===== config.mk =====
export PLATFORM = sky130hd
export DESIGN_NAME = fp_cmp_sched
export DESIGN_NICKNAME = d
export VERILOG_FILES = /design/src/rtl/fp_cmp_pkg.sv /design/src/rtl/fpCompare.sv /design/src/rtl/fp_cmp_sched.sv
export SDC_FILE = /design/constraint.sdc
export NUM_CORES = 1
export LEC_CHECK = 0
export CAP_MARGIN = 0
export CORE_ASPECT_RATIO = 1.5
export CORE_MARGIN = 2
export CORE_UTILIZATION = 55
export CTS_CLUSTER_SIZE = 28
export DETAILED_ROUTE_END_ITERATION = 16
export DONT_BUFFER_PORTS = 1
export MAX_ROUTING_LAYER = met4
export PLACE_DENSITY = 0.69
export SYNTH_ARGS = -nofsm -noshare
export SYNTH_HDL_FRONTEND = slang
export SYNTH_SLANG_ARGS = --single-unit

===== constraint.sdc =====
create_clock -name clk_i -period 10.9 [get_ports clk_i]
set_input_delay 2.18 -clock clk_i [delete_from_list [all_inputs] [get_ports clk_i]]
set_output_delay 2.18 -clock clk_i [all_outputs]
set_load 0.02 [all_outputs]

===== src/rtl/fp_cmp_pkg.sv =====
// Shared definitions for the round-robin compare scheduler: FSM encoding,
// response flag bit positions and interface widths.
package fp_cmp_pkg;

    typedef enum logic [1:0] {
        ST_IDLE = 2'd0,
        ST_CMP  = 2'd1,
        ST_RESP = 2'd2
    } state_e;

    localparam int EQ    = 0;
    localparam int LT    = 1;
    localparam int LE    = 2;
    localparam int MAGLT = 3;
    localparam int UNORD = 4;

    localparam int NREQ_DEFAULT = 4;
    localparam int ID_W         = 3;
    localparam int RSP_W        = 5;
    localparam int UO_W         = 16;

endpackage


===== src/rtl/fpCompare.sv =====
// IEEE-754 comparator: relation flags {unord, maglt, le, lt, eq} of a against b,
// plus a flag for any signalling NaN operand.
module fpCompare
    import fp_cmp_pkg::*;
#(
    parameter int FPWID = 32
) (
    input  logic [FPWID-1:0] a,
    input  logic [FPWID-1:0] b,
    output logic [RSP_W-1:0] o,
    output logic             nanx
);

    localparam int EXP_W = (FPWID == 64) ? 11 : (FPWID == 16) ? 5 : 8;
    localparam int MAN_W = FPWID - 1 - EXP_W;

    logic             a_sign, b_sign;
    logic             a_nan, b_nan, a_snan, b_snan;
    logic             both_zero, mag_lt, lt, eq;
    logic [FPWID-2:0] a_mag, b_mag;

    always_comb begin
        a_sign    = a[FPWID-1];
        b_sign    = b[FPWID-1];
        a_mag     = a[FPWID-2:0];
        b_mag     = b[FPWID-2:0];
        a_nan     = (&a[FPWID-2 -: EXP_W]) && (|a[MAN_W-1:0]);
        b_nan     = (&b[FPWID-2 -: EXP_W]) && (|b[MAN_W-1:0]);
        a_snan    = a_nan && !a[MAN_W-1];
        b_snan    = b_nan && !b[MAN_W-1];
        both_zero = (a_mag == '0) && (b_mag == '0);
        eq        = both_zero || (a == b);
        mag_lt    = a_mag < b_mag;

        // +0 and -0 are equal, so the sign only decides once a zero pair is excluded
        if (both_zero)
            lt = 1'b0;
        else if (a_sign != b_sign)
            lt = a_sign;
        else if (a_sign)
            lt = b_mag < a_mag;
        else
            lt = mag_lt;

        o = '0;
        if (a_nan || b_nan) begin
            o[UNORD] = 1'b1;
        end else begin
            o[EQ]    = eq;
            o[LT]    = lt;
            o[LE]    = lt || eq;
            o[MAGLT] = mag_lt;
        end
        nanx = a_snan || b_snan;
    end

endmodule


===== src/rtl/fp_cmp_sched.sv =====
// Round-robin scheduler sharing one fpCompare among NREQ requesters:
// grant in IDLE, compare in CMP, hold the response in RESP until accepted.
module fp_cmp_sched
    import fp_cmp_pkg::*;
#(
    parameter int FPWID = 32,
    parameter int NREQ  = NREQ_DEFAULT
) (
    input  logic                  clk_i,
    input  logic                  rst_ni,
    input  logic [NREQ-1:0]       req_i,
    input  logic [NREQ*FPWID-1:0] a_i,
    input  logic [NREQ*FPWID-1:0] b_i,
    output logic [NREQ-1:0]       gnt_o,
    output logic                  rsp_valid_o,
    input  logic                  rsp_ready_i,
    output logic [ID_W-1:0]       rsp_id_o,
    output logic [RSP_W-1:0]      rsp_o,
    output logic [UO_W-1:0]       uo_cnt_o,
    input  logic                  uo_clr_i
);

    localparam logic [ID_W:0]   NREQ_X  = (ID_W + 1)'(NREQ);
    localparam logic [ID_W-1:0] LAST_ID = ID_W'(NREQ - 1);

    state_e            state;
    logic              armed;
    logic [ID_W-1:0]   rr_ptr, rr_next, pick_id, pick_off, id_p0;
    logic [ID_W:0]     pick_sum;
    logic [NREQ-1:0]   req_rot;
    logic              pick_found, grant, rsp_hs;
    logic [FPWID-1:0]  a_p0, b_p0;
    logic [RSP_W-1:0]  cmp_flags;
    logic              nanx_unused;

    // Rotate requests so bit 0 is rr_ptr; the lowest set bit is the next owner.
    always_comb begin
        req_rot    = NREQ'({req_i, req_i} >> rr_ptr);
        pick_found = 1'b0;
        pick_off   = '0;
        for (int off = NREQ - 1; off >= 0; off--) begin
            if (req_rot[off]) begin
                pick_found = 1'b1;
                pick_off   = ID_W'(off);
            end
        end
        pick_sum = {1'b0, rr_ptr} + {1'b0, pick_off};
        if (pick_sum >= NREQ_X)
            pick_sum = pick_sum - NREQ_X;
        pick_id = pick_sum[ID_W-1:0];
        rr_next = (pick_id == LAST_ID) ? '0 : pick_id + 1'b1;
    end

    // armed keeps the grant quiet while reset is still being released
    assign grant  = armed && (state == ST_IDLE) && pick_found;
    assign gnt_o  = grant ? ({{(NREQ-1){1'b0}}, 1'b1} << pick_id) : '0;
    assign rsp_hs = (state == ST_RESP) && rsp_ready_i;

    fpCompare #(
        .FPWID (FPWID)
    ) u_cmp (
        .a    (a_p0),
        .b    (b_p0),
        .o    (cmp_flags),
        .nanx (nanx_unused)
    );

    always_ff @(posedge clk_i or negedge rst_ni) begin
        if (!rst_ni) begin
            state       <= ST_IDLE;
            armed       <= 1'b0;
            rr_ptr      <= '0;
            a_p0        <= '0;
            b_p0        <= '0;
            id_p0       <= '0;
            rsp_valid_o <= 1'b0;
            rsp_o       <= '0;
            rsp_id_o    <= '0;
        end else begin
            armed <= 1'b1;
            unique case (state)
                // p0: capture the granted requester's operands
                ST_IDLE: begin
                    if (grant) begin
                        a_p0   <= a_i[int'(pick_id) * FPWID +: FPWID];
                        b_p0   <= b_i[int'(pick_id) * FPWID +: FPWID];
                        id_p0  <= pick_id;
                        rr_ptr <= rr_next;
                        state  <= ST_CMP;
                    end
                end
                // p1: register the comparator result
                ST_CMP: begin
                    rsp_o       <= cmp_flags;
                    rsp_id_o    <= id_p0;
                    rsp_valid_o <= 1'b1;
                    state       <= ST_RESP;
                end
                ST_RESP: begin
                    if (rsp_ready_i) begin
                        rsp_valid_o <= 1'b0;
                        state       <= ST_IDLE;
                    end
                end
                default: state <= ST_IDLE;
            endcase
        end
    end

    always_ff @(posedge clk_i or negedge rst_ni) begin
        if (!rst_ni)
            uo_cnt_o <= '0;
        else if (uo_clr_i)
            uo_cnt_o <= '0;
        else if (rsp_hs && rsp_o[UNORD] && (uo_cnt_o != '1))
            uo_cnt_o <= uo_cnt_o + 1'b1;
    end

endmodule


# == After elaboration in Yosys (flattened, before gate mapping) ==
# Cells that the tools add are included.
# totals
regBits,98
input_bits,264
out_inout_bits,29
elab_cells,75
# op_classes
n_addsub,4
n_lt_le_gt_ge,3
eq_ne,8
n_shift,4
n_mux,23
n_reduce_logical,23
# ops
op,count
128-bit by 9-bit variable part select with 32-bit output,2
31-bit zero test,2
31-bit < comparator,2
23-bit OR reduction,2
32-bit equality test,1
16-bit two-way mux,2
"16-bit by 1-bit adder with 16-bit output, second input constant",1
"16-bit != test, second input constant",1
8-bit AND reduction,2
3-bit two-way mux,4
1-bit two-way mux,9
1-bit logical AND,8
2-bit two-way mux,4
4-bit two-way mux,2
8-bit by 3-bit right shift with 4-bit output,1
2-bit one-hot mux with 3 select lines,1
2-bit AND reduction,3
3-bit by 3-bit adder with 4-bit output,1
"4-bit by 3-bit >= comparator with 1-bit output, second input constant",1
"2-bit != test, second input constant",2
2-bit nonzero test,2
"1-bit by 3-bit left shift with 4-bit output, first input constant",1
"3-bit by 1-bit adder with 3-bit output, second input constant",1
"3-bit by 2-bit equality test with 1-bit output, second input constant",1
other kinds (7),9

# == Depth between registers and ports, before layout ==
# depth
word_depth,10
ltp_mapped,14
depth_no_buf,11

# == Hierarchy ==
# A second synthesis with hierarchy kept.
# hier_totals
hier_cells,702
hier_area_um2,7443.4
# by_module_without_submodules
mod,n_inst,cells_per_inst,area_per_inst_um2,seq_area_each_um2
fp_cmp_sched,1,542,6324.8,2452.4
fpCompare,1,160,1118.6,0.0

# == Least setup slack after synthesis ==
# Ideal clock, no wire load.
# synth_timing
path_kind,input -> output
start,in req_i[2]
end,out gnt_o[0]
arrival_time_ps,4573
required_time_ps,8720
slack_ps,4147
stages,12
n_path_buf,2
cell_sequence,o21ai_0 > o32a_1 > o21ai_0 > a32oi_1 > nand2_1 > ha_1 > fa_1 > buf_2 > buf_1 > inv_1 > ha_1 > and3_1
# synth_via
elab_chain_len,10
elab_cells_between_ends,16
classes_between,2 x add/sub; 1 x order compare; 2 x shift; 10 x mux; 1 x reduce/logical
# synth_rtl
item,line,rtl
from (decl),fp_cmp_sched.sv:11,"input logic [NREQ-1:0] req_i,"
8-bit by 3-bit right shift with 4-bit output (*),fp_cmp_sched.sv:38,"req_rot = NREQ'({req_i, req_i} >> rr_ptr);"
2-bit two-way mux (2 in series),fp_cmp_sched.sv:42,if (req_rot[off]) begin
3-bit two-way mux,fp_cmp_sched.sv:42,
3-bit two-way mux (*),fp_cmp_sched.sv:42,
3-bit by 3-bit adder with 4-bit output (*),fp_cmp_sched.sv:47,"pick_sum = {1'b0, rr_ptr} + {1'b0, pick_off};"
4-bit by 3-bit >= comparator with 1-bit output or 3-bit subtractor (tied branches),"fp_cmp_sched.sv:48, fp_cmp_sched.sv:49",
3-bit two-way mux (*),fp_cmp_sched.sv:48,if (pick_sum >= NREQ_X)
net pick_sum[1],fp_cmp_sched.sv:29,logic [ID_W:0] pick_sum;
1-bit by 3-bit left shift with 4-bit output (*),fp_cmp_sched.sv:56,"assign gnt_o = grant ? ({{(NREQ-1){1'b0}}, 1'b1} << pick_id) : '0;"
4-bit two-way mux (*),fp_cmp_sched.sv:56,
to (decl),fp_cmp_sched.sv:14,"output logic [NREQ-1:0] gnt_o,"
# The timed path passes the listed nets; every way through them passes the cells marked *.

# == Worst setup path after layout ==
# Same ends and word-level chain as after synthesis.

==> flow_summary.rst <==
.. list-table::
   :header-rows: 1

   * - Metric
     - Value
   * - Fraction of the cycle the final worst path needs
     - 0.671
   * - Vertical die dimension
     - 141 um
   * - Count of different cell masters after synthesis
     - 55
   * - Peak fanout along the critical path
     - 67
   * - RSZ-0062 raised after global routing
     - false
   * - Half-perimeter wire length after placement
     - 13.6 mm
   * - Floorplan row count
     - 50
   * - Worst clock skew on the final layout
     - 0.0105 ns
   * - Horizontal die dimension
     - 95.2 um
   * - Worst path cell trace
     - o21ai_0, o32a_1, o21ai_0, a32oi_1, nand2_1, ha_4, fa_4, inv_1, ha_1, and3_1
   * - Data arrival, critical path
     - 5.14 ns
   * - LEAKAGE
     - 3.18 nW
   * - Startpoint type of the worst setup path
     - primary input
   * - Total number of vias
     - 5122
   * - Fill cells
     - 1060
   * - Post-DR vias/cell
     - 6.18
   * - Setup fix buffers added after clock tree synthesis
     - 0
   * - Hold Worst Slack
     - 0.485 ns
   * - Area of the mapped netlist
     - 6860 um2
   * - CTS buffer count
     - 9
   * - Sink Count
     - 98
   * - Setup_tns
     - 0 ns
   * - Status
     - complete, no violations
   * - Final worst slack
     - 3.58 ns
   * - Iteration-0 DRC count of the detailed router
     - 223
   * - Number of setup violations in the final report
     - 0
   * - Worst setup slack before clock tree synthesis
     - 3.56 ns
   * - FMAX
     - 0.137 GHz
   * - Total area of multi-input combinational cells
     - 4070 um2
   * - Slew @ Worst Pin
     - 1.15 ns
   * - Final #Nets
     - 967
   * - Number of hold-slack violations in the final timing report
     - 0
   * - Post-route DRC violation count
     - 0
   * - TritonCTS clock tree
     - yes
   * - Maximum count of clock buffers along a single path
     - 2
   * - Largest net degree at the start of global routing
     - 139
   * - Flip-flop and latch count after synthesis
     - 98
   * - Sequential element share of the synthesized area
     - 0.358
   * - Core outline area
     - 12300 um2
   * - Critical Path Slowest Stage Cell
     - fa_4
   * - Placed Cells incl. Taps
     - 809
   * - Buf/Inv on CP
     - 1
   * - Post-placement cell area
     - 6890 um2
   * - Antenna violations before repair
     - 1
   * - Pins over their slew limit
     - 0
   * - Number of detailed-routing iterations run before antenna repair
     - 4
   * - Number of warnings issued by yosys
     - 0
   * - Worst hold path type
     - reg2reg
   * - Post-synthesis to final-layout area growth
     - 4.74%
   * - Average wire per cell in the routed design
     - 20.6 um
   * - Avg Synthesized Cell Area
     - 9.94 um2
   * - Power density of the placed cells
     - 342 nW/um2
   * - Net Count, Synth
     - 993
   * - Kind of end point of the critical path
     - output pin
   * - Post-layout min period
     - 7.32 ns
   * - Data required time of the worst path
     - 8.72 ns
   * - Number of standard cells in the layout, taps in and fillers out
     - 829
   * - Longest individual stage delay on the worst path
     - 1.32 ns
   * - Number of routed nets with antenna violations
     - 0
   * - Post-cts hold buffer count
     - 0
   * - Post-route cell area
     - 7180 um2
   * - Fraction of the core area covered by cells at the end of the flow
     - 0.583
   * - Layout cells sized above 1
     - 0.145
   * - Number of maximum-capacitance violations
     - 0
   * - Cells resized by post-CTS repair
     - 0
   * - Initial core utilization
     - 0.556
   * - Routability Congestion
     - 0.907
   * - Global-route congestion overflow total
     - 0
   * - Total of buffers placed on input and output ports
     - 0
   * - Clock H-tree levels
     - 3
   * - CTS Root Cell
     - clkbuf_16
   * - Largest delay share family, worst path
     - adder cells
   * - Wire length of the first global-routing pass
     - 26.5 mm
   * - GRT Total Usage
     - 0.267
   * - I/O pin count
     - 293
   * - Clock latency reported for the late side of the worst-skew pair
     - 0.35 ns
   * - Total routed wirelength
     - 17.1 mm
   * - Area of the die
     - 13400 um2
   * - Post-synthesis cell count
     - 690
   * - IR drop worst, VDD
     - 0.000213 V
   * - Clock Pin Slew Worst Setup and Hold Paths
     - 0.06 ns
   * - Most common cell type on the critical path
     - o21ai_0
   * - Power, Total
     - 2.45 mW
   * - Worst-case headroom to the max-slew limit
     - 0.232
   * - Number of global-route vias before repair
     - 5281
   * - Area occupied by registers
     - 2450 um2
   * - Critical Setup Path Class
     - in2out
## worst register-to-register path: stages, from the launching register on
cell     delay (ns)
dfrtp_1        0.51
nor2b_1        0.22
o21ai_0        0.09
o32a_1         0.19
o21ai_0        0.09
a32oi_1        0.21
nand2_1        0.12
ha_4           0.19
fa_4           1.32
mux4_2         0.52
nand2_1        0.12
o21ai_0        0.09
## synth_stat cells, drive strengths merged
cell type / number / area, um2
nor3: 8 / 40.0
conb: 1 / 3.75
nand4b: 2 / 17.5
a32oi: 1 / 8.76
mux2: 1 / 11.3
o32a: 1 / 10.0
o31ai: 2 / 15.0
mux4: 64 / 1440
nand2: 163 / 612
a21boi: 2 / 18.8
nand3: 9 / 45.0
a221oi: 3 / 26.3
or4: 1 / 7.51
a311o: 1 / 10.0
a211o: 1 / 8.76
nor4: 15 / 100
or3: 2 / 12.5
and2: 4 / 25.0
nor2b: 3 / 26.3
o22ai: 1 / 6.26
clkbuf: 19 / 75.1
fa: 1 / 20.0
nand4: 17 / 113
o41ai: 1 / 27.5
ha: 38 / 475
nor2: 29 / 109
nor3b: 2 / 15.0
a32o: 2 / 20.0
and3: 8 / 50.1
buf: 21 / 134
nand3b: 1 / 7.51
o311a: 1 / 10.0
o21ai: 78 / 394
and4: 5 / 43.8
dfrtp: 98 / 2450
a211oi: 4 / 35.0
nand2b: 2 / 12.5
a21oi: 17 / 88.8
xor2: 8 / 70.1
a21o: 4 / 30.0
o21a: 1 / 7.51
inv: 40 / 150
xnor2: 8 / 70.1
## cells in the final DEF, fill, tap and decap left out, drive strengths merged, types with 8 or more instances in the layout
cell | Yosys | layout
dfrtp | 98 | 98
and3 | 8 | 8
nor4 | 15 | 15
nor3 | 8 | 8
xor2 | 8 | 8
a21oi | 17 | 17
clkbuf | 19 | 10
nand3 | 9 | 9
nand4 | 17 | 17
inv | 40 | 40
nand2 | 163 | 163
ha | 38 | 38
xnor2 | 8 | 8
nor2 | 29 | 29
o21ai | 78 | 78
mux4 | 64 | 64
## flip-flops by register name, summed over array words and instances, names as in the netlist, 2 cells and up
| name | flops |
|---|---|
| a_p0 | 32 |
| b_p0 | 32 |
| uo_cnt_o | 16 |
| rsp_o | 5 |
| id_p0 | 3 |
| rr_ptr | 3 |
| rsp_id_o | 3 |
| state | 2 |
## path summary, 6_finish.rpt
path	slack, ns	from	to	depth (start not counted)
min in group asynchronous	1.53	rst_ni	state[1]	0
worst max register to register	7.07	rr_ptr[0]	a_p0[1]	11
worst max-delay path	3.58	req_i[2]	gnt_o[0]	10
max in group asynchronous	9.24	rst_ni	uo_cnt_o[14]	0
worst min register to register	0.49	id_p0[2]	rsp_id_o[2]	2
worst min-delay path	0.49	id_p0[2]	rsp_id_o[2]	2
## kinds of logic (layout without fill, tap and decap cells)
kind of cell | count (synthesis) | in the layout | share of synthesized area
compound gates | 120 | 120 | 0.105
xor+xnor | 16 | 16 | 0.0204
fa+ha+maj | 39 | 39 | 0.0723
buf+inv | 80 | 59 | 0.0524
flops | 98 | 98 | 0.358
mux | 65 | 65 | 0.212
other cells | 1 | 5 | 0.000547
simple gates | 271 | 271 | 0.180
## metal layers
metal,wire length (um),share of wire,global-route usage,vias up
li1,-,-,-,2455
met1,6370,0.37,0.316,2444
met2,9120,0.53,0.465,205
met3,1320,0.077,0.0497,18
met4,274,0.016,0.0702,0
met5,0,0,-,-
## final cells by class
type | count | area share
Antenna cell | 4 | 0.00139
Timing Repair Buffer | 3 | 0.00314
Inverter | 40 | 0.0209
Clock inverter | 6 | 0.00592
Sequential cell | 98 | 0.341
Multi-Input combinational cell | 512 | 0.567
Clock buffer | 10 | 0.0333
Tap cell | 156 | 0.0272
## where the power goes
part	internal (mW)	switching [mW]
sequential	0.509	0.161
clock	0.161	0.135
combinational	0.760	0.728
total	1.43	1.02
Note: power is estimated with default switching activity, not from simulation.
